===== config.mk =====
export PLATFORM = sky130hd
export DESIGN_NAME = p2s_shift_register_flat
export DESIGN_NICKNAME = d
export VERILOG_FILES = /design/src/rtl/p2s_shift_register_pkg.sv /design/src/rtl/p2s_shift_register_if.sv /design/src/rtl/p2s_shift_register_half_bit_timer.sv /design/src/rtl/p2s_shift_register.sv /design/src/flat_wrapper.sv
export SDC_FILE = /design/constraint.sdc
export NUM_CORES = 1
export LEC_CHECK = 0
export ABC_CLOCK_PERIOD_IN_PS = 2430
export CAP_MARGIN = 5
export CORE_MARGIN = 5
export CORE_UTILIZATION = 29
export DETAILED_ROUTE_END_ITERATION = 6
export GPL_TIMING_DRIVEN = 0
export MAX_ROUTING_LAYER = met4
export PLACE_DENSITY_LB_ADDON = 0.05
export SLEW_MARGIN = 20
export SYNTH_ARGS = -nofsm -noshare
export SYNTH_HDL_FRONTEND = slang
export SYNTH_SLANG_ARGS = --single-unit

===== constraint.sdc =====
create_clock -name Clock -period 2.43 [get_ports Clock]
set_input_delay 0.486 -clock Clock [delete_from_list [all_inputs] [get_ports Clock]]
set_output_delay 0.486 -clock Clock [all_outputs]
set_load 0.02 [all_outputs]

===== src/rtl/p2s_shift_register_pkg.sv =====
// Shared types and constants for the parallel-to-serial output stage.
// Shifter state codes, default bit rate and bit-order helpers.
package p2s_shift_register_pkg;

   localparam int BYTE_WIDTH = 8;
   localparam int DEFAULT_CLOCK_DIVIDE = 50;

   typedef enum logic [1:0] {
      Idle      = 2'd0,
      ClockLow  = 2'd1,
      ClockHigh = 2'd2
   } state_t;

   function automatic logic first_bit(
      input logic [BYTE_WIDTH-1:0] b,
      input logic lsb_first
   );
      return lsb_first ? b[0] : b[BYTE_WIDTH-1];
   endfunction

   function automatic logic [BYTE_WIDTH-1:0] shift_byte(
      input logic [BYTE_WIDTH-1:0] b,
      input logic lsb_first
   );
      return lsb_first ? {1'b0, b[BYTE_WIDTH-1:1]}
                       : {b[BYTE_WIDTH-2:0], 1'b0};
   endfunction

endpackage


===== src/rtl/p2s_shift_register_if.sv =====
// Byte load handshake and serial output bundle.
// master = message sender side, slave = shift register.
interface p2s_shift_register_if;
   import p2s_shift_register_pkg::*;

   logic                  Load;
   logic [BYTE_WIDTH-1:0] InputByte;
   logic                  Empty;
   logic                  SerialClock;
   logic                  SerialData;
   logic                  Busy;
   logic                  Overrun;

   modport master (
      output Load, InputByte,
      input  Empty, SerialClock, SerialData, Busy, Overrun
   );

   modport slave (
      input  Load, InputByte,
      output Empty, SerialClock, SerialData, Busy, Overrun
   );

endinterface


===== src/rtl/p2s_shift_register_half_bit_timer.sv =====
// Half-bit-period timer: counts from 0 after restart, Tick at ClockDivide-1.
module half_bit_timer #(
   parameter int ClockDivide = 50
) (
   input  logic Clock,
   input  logic Clear,
   input  logic restart,
   output logic Tick
);

   localparam logic [15:0] LAST = 16'(ClockDivide - 1);

   logic [15:0] halfCount;

   always_ff @(posedge Clock or posedge Clear) begin
      if (Clear) halfCount <= '0;
      else if (restart) halfCount <= '0;
      else halfCount <= halfCount + 16'd1;
   end

   assign Tick = (halfCount == LAST);

endmodule


===== src/rtl/p2s_shift_register.sv =====
// Double-buffered parallel-to-serial shifter driving SerialClock/SerialData.
module p2s_shift_register
   import p2s_shift_register_pkg::*;
#(
   parameter int ClockDivide = DEFAULT_CLOCK_DIVIDE,
   parameter bit LSBFirst    = 1'b0
) (
   input  logic Clock,
   input  logic Clear,
   p2s_shift_register_if.slave bus
);

   state_t                state, state_n;
   logic [BYTE_WIDTH-1:0] holdReg, shiftReg, shiftReg_n;
   logic                  holdFull, holdFull_n;
   logic [3:0]            bitsLeft, bitsLeft_n;
   logic                  sclk, sclk_n;
   logic                  sdata, sdata_n;
   logic                  overrun;
   logic                  transfer;
   logic                  restart;
   logic                  tick;
   logic                  accept;

   half_bit_timer #(.ClockDivide(ClockDivide)) u_timer (
      .Clock   (Clock),
      .Clear   (Clear),
      .restart (restart),
      .Tick    (tick)
   );

   assign accept = bus.Load & ~holdFull;

   always_comb begin
      state_n    = state;
      shiftReg_n = shiftReg;
      bitsLeft_n = bitsLeft;
      sdata_n    = sdata;
      transfer   = 1'b0;
      restart    = 1'b0;
      case (state)
         Idle: begin
            restart  = 1'b1;
            transfer = holdFull;
         end
         ClockLow: begin
            if (tick) begin
               restart = 1'b1;
               state_n = ClockHigh;
            end
         end
         ClockHigh: begin
            if (tick) begin
               restart    = 1'b1;
               bitsLeft_n = bitsLeft - 4'd1;
               if (bitsLeft > 4'd1) begin
                  shiftReg_n = shift_byte(shiftReg, LSBFirst);
                  sdata_n    = first_bit(shiftReg_n, LSBFirst);
                  state_n    = ClockLow;
               end else if (holdFull) begin
                  transfer = 1'b1;
               end else begin
                  state_n = Idle;
               end
            end
         end
         default: begin
            restart = 1'b1;
            state_n = Idle;
         end
      endcase
      // Transfer also covers the back-to-back case at the end of a byte.
      if (transfer) begin
         shiftReg_n = holdReg;
         bitsLeft_n = 4'd8;
         sdata_n    = first_bit(holdReg, LSBFirst);
         state_n    = ClockLow;
         restart    = 1'b1;
      end
      holdFull_n = accept ? 1'b1 : (transfer ? 1'b0 : holdFull);
      sclk_n     = (state_n == ClockHigh);
   end

   always_ff @(posedge Clock or posedge Clear) begin
      if (Clear) begin
         state    <= Idle;
         holdReg  <= '0;
         holdFull <= 1'b0;
         shiftReg <= '0;
         bitsLeft <= '0;
         sclk     <= 1'b0;
         sdata    <= 1'b0;
         overrun  <= 1'b0;
      end else begin
         state    <= state_n;
         holdFull <= holdFull_n;
         shiftReg <= shiftReg_n;
         bitsLeft <= bitsLeft_n;
         sclk     <= sclk_n;
         sdata    <= sdata_n;
         if (accept) holdReg <= bus.InputByte;
         if (bus.Load & holdFull) overrun <= 1'b1;
      end
   end

   assign bus.Empty       = ~holdFull;
   assign bus.SerialClock = sclk;
   assign bus.SerialData  = sdata;
   assign bus.Busy        = holdFull | (state != Idle);
   assign bus.Overrun     = overrun;

endmodule


===== src/flat_wrapper.sv =====
// flat-port wrapper written by rule: the top's interface ports become plain ports
module p2s_shift_register_flat import p2s_shift_register_pkg::*;
#(
   parameter int ClockDivide = DEFAULT_CLOCK_DIVIDE,
   parameter bit LSBFirst    = 1'b0
)
  (Clock, Clear, bus_Load, bus_InputByte, bus_Empty, bus_SerialClock, bus_SerialData, bus_Busy, bus_Overrun);
  p2s_shift_register_if bus_i ();
  input  logic Clock;
  input  logic Clear;
  input wire logic [$bits(bus_i.Load)-1:0] bus_Load;
  input wire logic [$bits(bus_i.InputByte)-1:0] bus_InputByte;
  output wire logic [$bits(bus_i.Empty)-1:0] bus_Empty;
  output wire logic [$bits(bus_i.SerialClock)-1:0] bus_SerialClock;
  output wire logic [$bits(bus_i.SerialData)-1:0] bus_SerialData;
  output wire logic [$bits(bus_i.Busy)-1:0] bus_Busy;
  output wire logic [$bits(bus_i.Overrun)-1:0] bus_Overrun;
  assign bus_i.Load = bus_Load;
  assign bus_i.InputByte = bus_InputByte;
  assign bus_Empty = bus_i.Empty;
  assign bus_SerialClock = bus_i.SerialClock;
  assign bus_SerialData = bus_i.SerialData;
  assign bus_Busy = bus_i.Busy;
  assign bus_Overrun = bus_i.Overrun;
  p2s_shift_register #(.ClockDivide(ClockDivide), .LSBFirst(LSBFirst)) u_core (.Clock(Clock), .Clear(Clear), .bus(bus_i));
endmodule

==> impl_metrics.py <==
metrics = {
    "run_status": {
        "status": "completed",
    },
    "place": {
        "dpl.hpwl_um": 3190,
        "placed_area_mm2": 0.00235,
        "gp_congestion": 0.813,
        "place_ws_ns": 0.201,
        "port_buffers": 15,
    },
    "worst_setup_path": {
        "cp_top_family": "buffers and inverters",
        "endpoint": "bus_Busy",
        "worstSetupEndpointType": "output port",
        "cp_max_fo": 6,
        "arrival_ns": 1.75,
        "cp.buffers_inverters": 2,
        "worst_path_max_delay_cell": "clkdlybuf4s50_1",
        "ff2ff_setup_slack_ns": 0.23,
        "path_depth": 4,
        "path_cells": "inv_1, ha_1, nand2_1, clkdlybuf4s50_1",
        "r2r_end": "u_core.shiftReg[4]",
        "rr_startpoint": "u_core.state[0]",
        "worstPathRequired_ns": 1.94,
        "startpoint": "u_core.state[0]",
        "critPathKind": "register to output port",
        "reg2regPathDepth": 7,
        "cp_slowest_stage_delay_ns": 0.61,
        "startpoint_type": "register",
    },
    "synth": {
        "syn-num-nets": 214,
        "synth_warnings": 0,
        "synth_area_per_cell_um2": 10.5,
        "ys_ff_latch": 41,
        "yosysSeqAreaShare": 0.501,
        "synth_top_area_cell": "dfrtp_1",
        "syn_inst": 195,
        "synth_top_cell_area_share": 0.501,
        "ys_types": 43,
        "yosys-top-cells-area": "dfrtp_1 (50%), nor2_1 (6.4%), ha_1 (4.9%), xor2_1 (4.3%), mux2_2 (3.8%)",
        "syn_area_mm2": 0.00205,
    },
    "flow_run": {
        "maxCapViolCount": 0,
    },
    "clock_tree": {
        "cts_resized": 0,
        "cts_buffers": 5,
        "cts_setup_buffers": 0,
        "cts-hold-fix-buffers": 0,
        "cts_root_buf": "clkbuf_8",
        "tritoncts": "yes",
        "cts_buffer_depth": 2,
        "worstSkewPairLatency_ns": 0.30,
        "clock-sinks": 41,
        "clk_pin_slew_ns": 0.09,
        "htreeDepth": 2,
    },
    "grt": {
        "grt_pass1_vias": 1514,
        "grt_antenna_before_repair": 0,
        "grt_max_degree": 24,
        "gr-usage-met1": 0.122,
        "busiest_layer": "met2",
        "grt_use_met2": 0.190,
        "grt_overflow": 0,
        "grt_usage": 0.110,
        "grt_use_met3": 0.0313,
        "grt_first_pass_wirelength_um": 7340,
    },
    "sta": {
        "rsz0062_at_grt": "no",
        "hold_violations": 0,
        "worst_pin_slew_ns": 0.719,
        "skew_ns": 0.0128,
        "min_period_ns": 2.24,
        "max_slew_margin": 0.517,
        "setup_viol": 0,
        "drv_slew": 0,
        "hold_slack_ns": 0.463,
        "max_freq_mhz": 447,
        "setup_ws_ns": 0.194,
        "finalSetupTns_ns": 0,
        "post-route-period-util": 0.920,
    },
    "layout": {
        "nets": 237,
        "area_growth_pct": 20.4,
        "post-route-util": 0.361,
        "diodes": 0,
        "final_cell_mix": "dfrtp_1 (41), nor2_1 (35), clkdlybuf4s50_1 (15), nand2_1 (12)",
        "drive_above_1_share": 0.123,
        "final_common_cell": "dfrtp_1",
        "final_area_mm2": 0.00247,
    },
    "detailed_routing": {
        "avgViaCountPerCell": 4.75,
        "vias": 1496,
        "wl_um": 4330,
        "wl_per_cell_um": 13.7,
        "drtAntennaViolNets": 0,
        "dr.pass1.iters": 4,
        "first_iter_violations": 88,
        "route.detailed.drc": 0,
    },
    "floorplan": {
        "die_w_um": 94.0,
        "die_height_um": 94.0,
        "rows": 30,
        "core_mm2": 0.00683,
        "start_util": 0.300,
        "dieArea_mm2": 0.00884,
        "pin_count": 16,
    },
    "hold_path": {
        "hp-class": "register to register",
    },
    "pwr": {
        "power_density_mw_per_mm2": 894,
        "cellLeakagePower_nw": 1.03,
        "peakVddDrop_v": 0.000225,
    },
}
-- registers in the layout, summed over array words and instances (netlist names) --
name and cells:
u_core.u_timer.halfCount 16, u_core.holdReg 8, u_core.shiftReg 7, u_core.bitsLeft 4, u_core.state 2, u_core.bus.Overrun 1
u_core.bus.SerialClock 1, u_core.bus.SerialData 1, u_core.holdFull 1
-- logic make-up (layout without fill, tap and decap cells) --
family / count (synthesis) / in the layout / share of synthesized area
simple gates: 85 / 85 / 0.239
flops: 41 / 41 / 0.501
compound gates: 25 / 25 / 0.0837
buf+inv: 15 / 39 / 0.0287
xor+xnor: 14 / 14 / 0.0599
fa+ha+maj: 8 / 8 / 0.0489
mux: 7 / 7 / 0.0385
-- Yosys cell counts (all sizes together) --
master   instances
nor2b            3
xnor2            4
o31ai            1
nand2           12
inv             11
nor2            35
nor4b            2
and3b            1
and3             3
mux2             7
nor4             3
or3              1
and4b            1
a31oi            2
dfrtp           41
a21o             1
xor2            10
and4             6
o22ai            8
and2             1
a31o             1
o21a             2
nand4            5
nand3            6
a311o            1
nor3             4
o311ai           1
ha               8
o21ai            3
nand4bb          1
a211o            1
clkbuf           1
a21oi            4
buf              3
nor3b            1
-- worst min path at each step --
stage,from,to,slack (ns),cells past startpoint
finish,u_core.bus.Overrun,u_core.bus.Overrun,0.46,1
global route,u_core.bus.Overrun,u_core.bus.Overrun,0.49,1
CTS,u_core.bus.Overrun,u_core.bus.Overrun,0.47,1
detailed placement,u_core.bus.Overrun,u_core.bus.Overrun,0.45,1
global placement,u_core.bus.Overrun,u_core.bus.Overrun,0.44,1
floorplan,u_core.shiftReg[0],u_core.shiftReg[1],0.47,2
-- layer usage --
metal / routed length [um] / up-vias
met2: 2220 / 18
met4: 59 / 0
met5: 0 / -
met3: 159 / 7
met1: 1890 / 743
li1: - / 728
-- power breakdown --
group	total (mW)	switching [mW]	internal [mW]
combinational	0.650	0.360	0.291
clock	0.584	0.249	0.334
sequential	0.970	0.117	0.853
-- through the flow --
stage | cells | power [mW]
after global routing | 315 | 2.37
final | 315 | 2.20
after CTS | 315 | 2.26
after floorplan | 195 | 1.43
after global placement | 306 | 1.63
after detailed placement | 307 | 1.66
-- final cells by class --
class | instances | area, um2
plain buffers | 4 | 17.5
multi-input cells | 139 | 963
fillers | 702 | 4370
repair buffers | 16 | 178
well taps | 96 | 120
clock buffers | 6 | 82.6
inverters | 11 | 41.3
clock inverters | 2 | 37.5
flip-flops and latches | 41 | 1030
(Power assumes the default switching activity.)
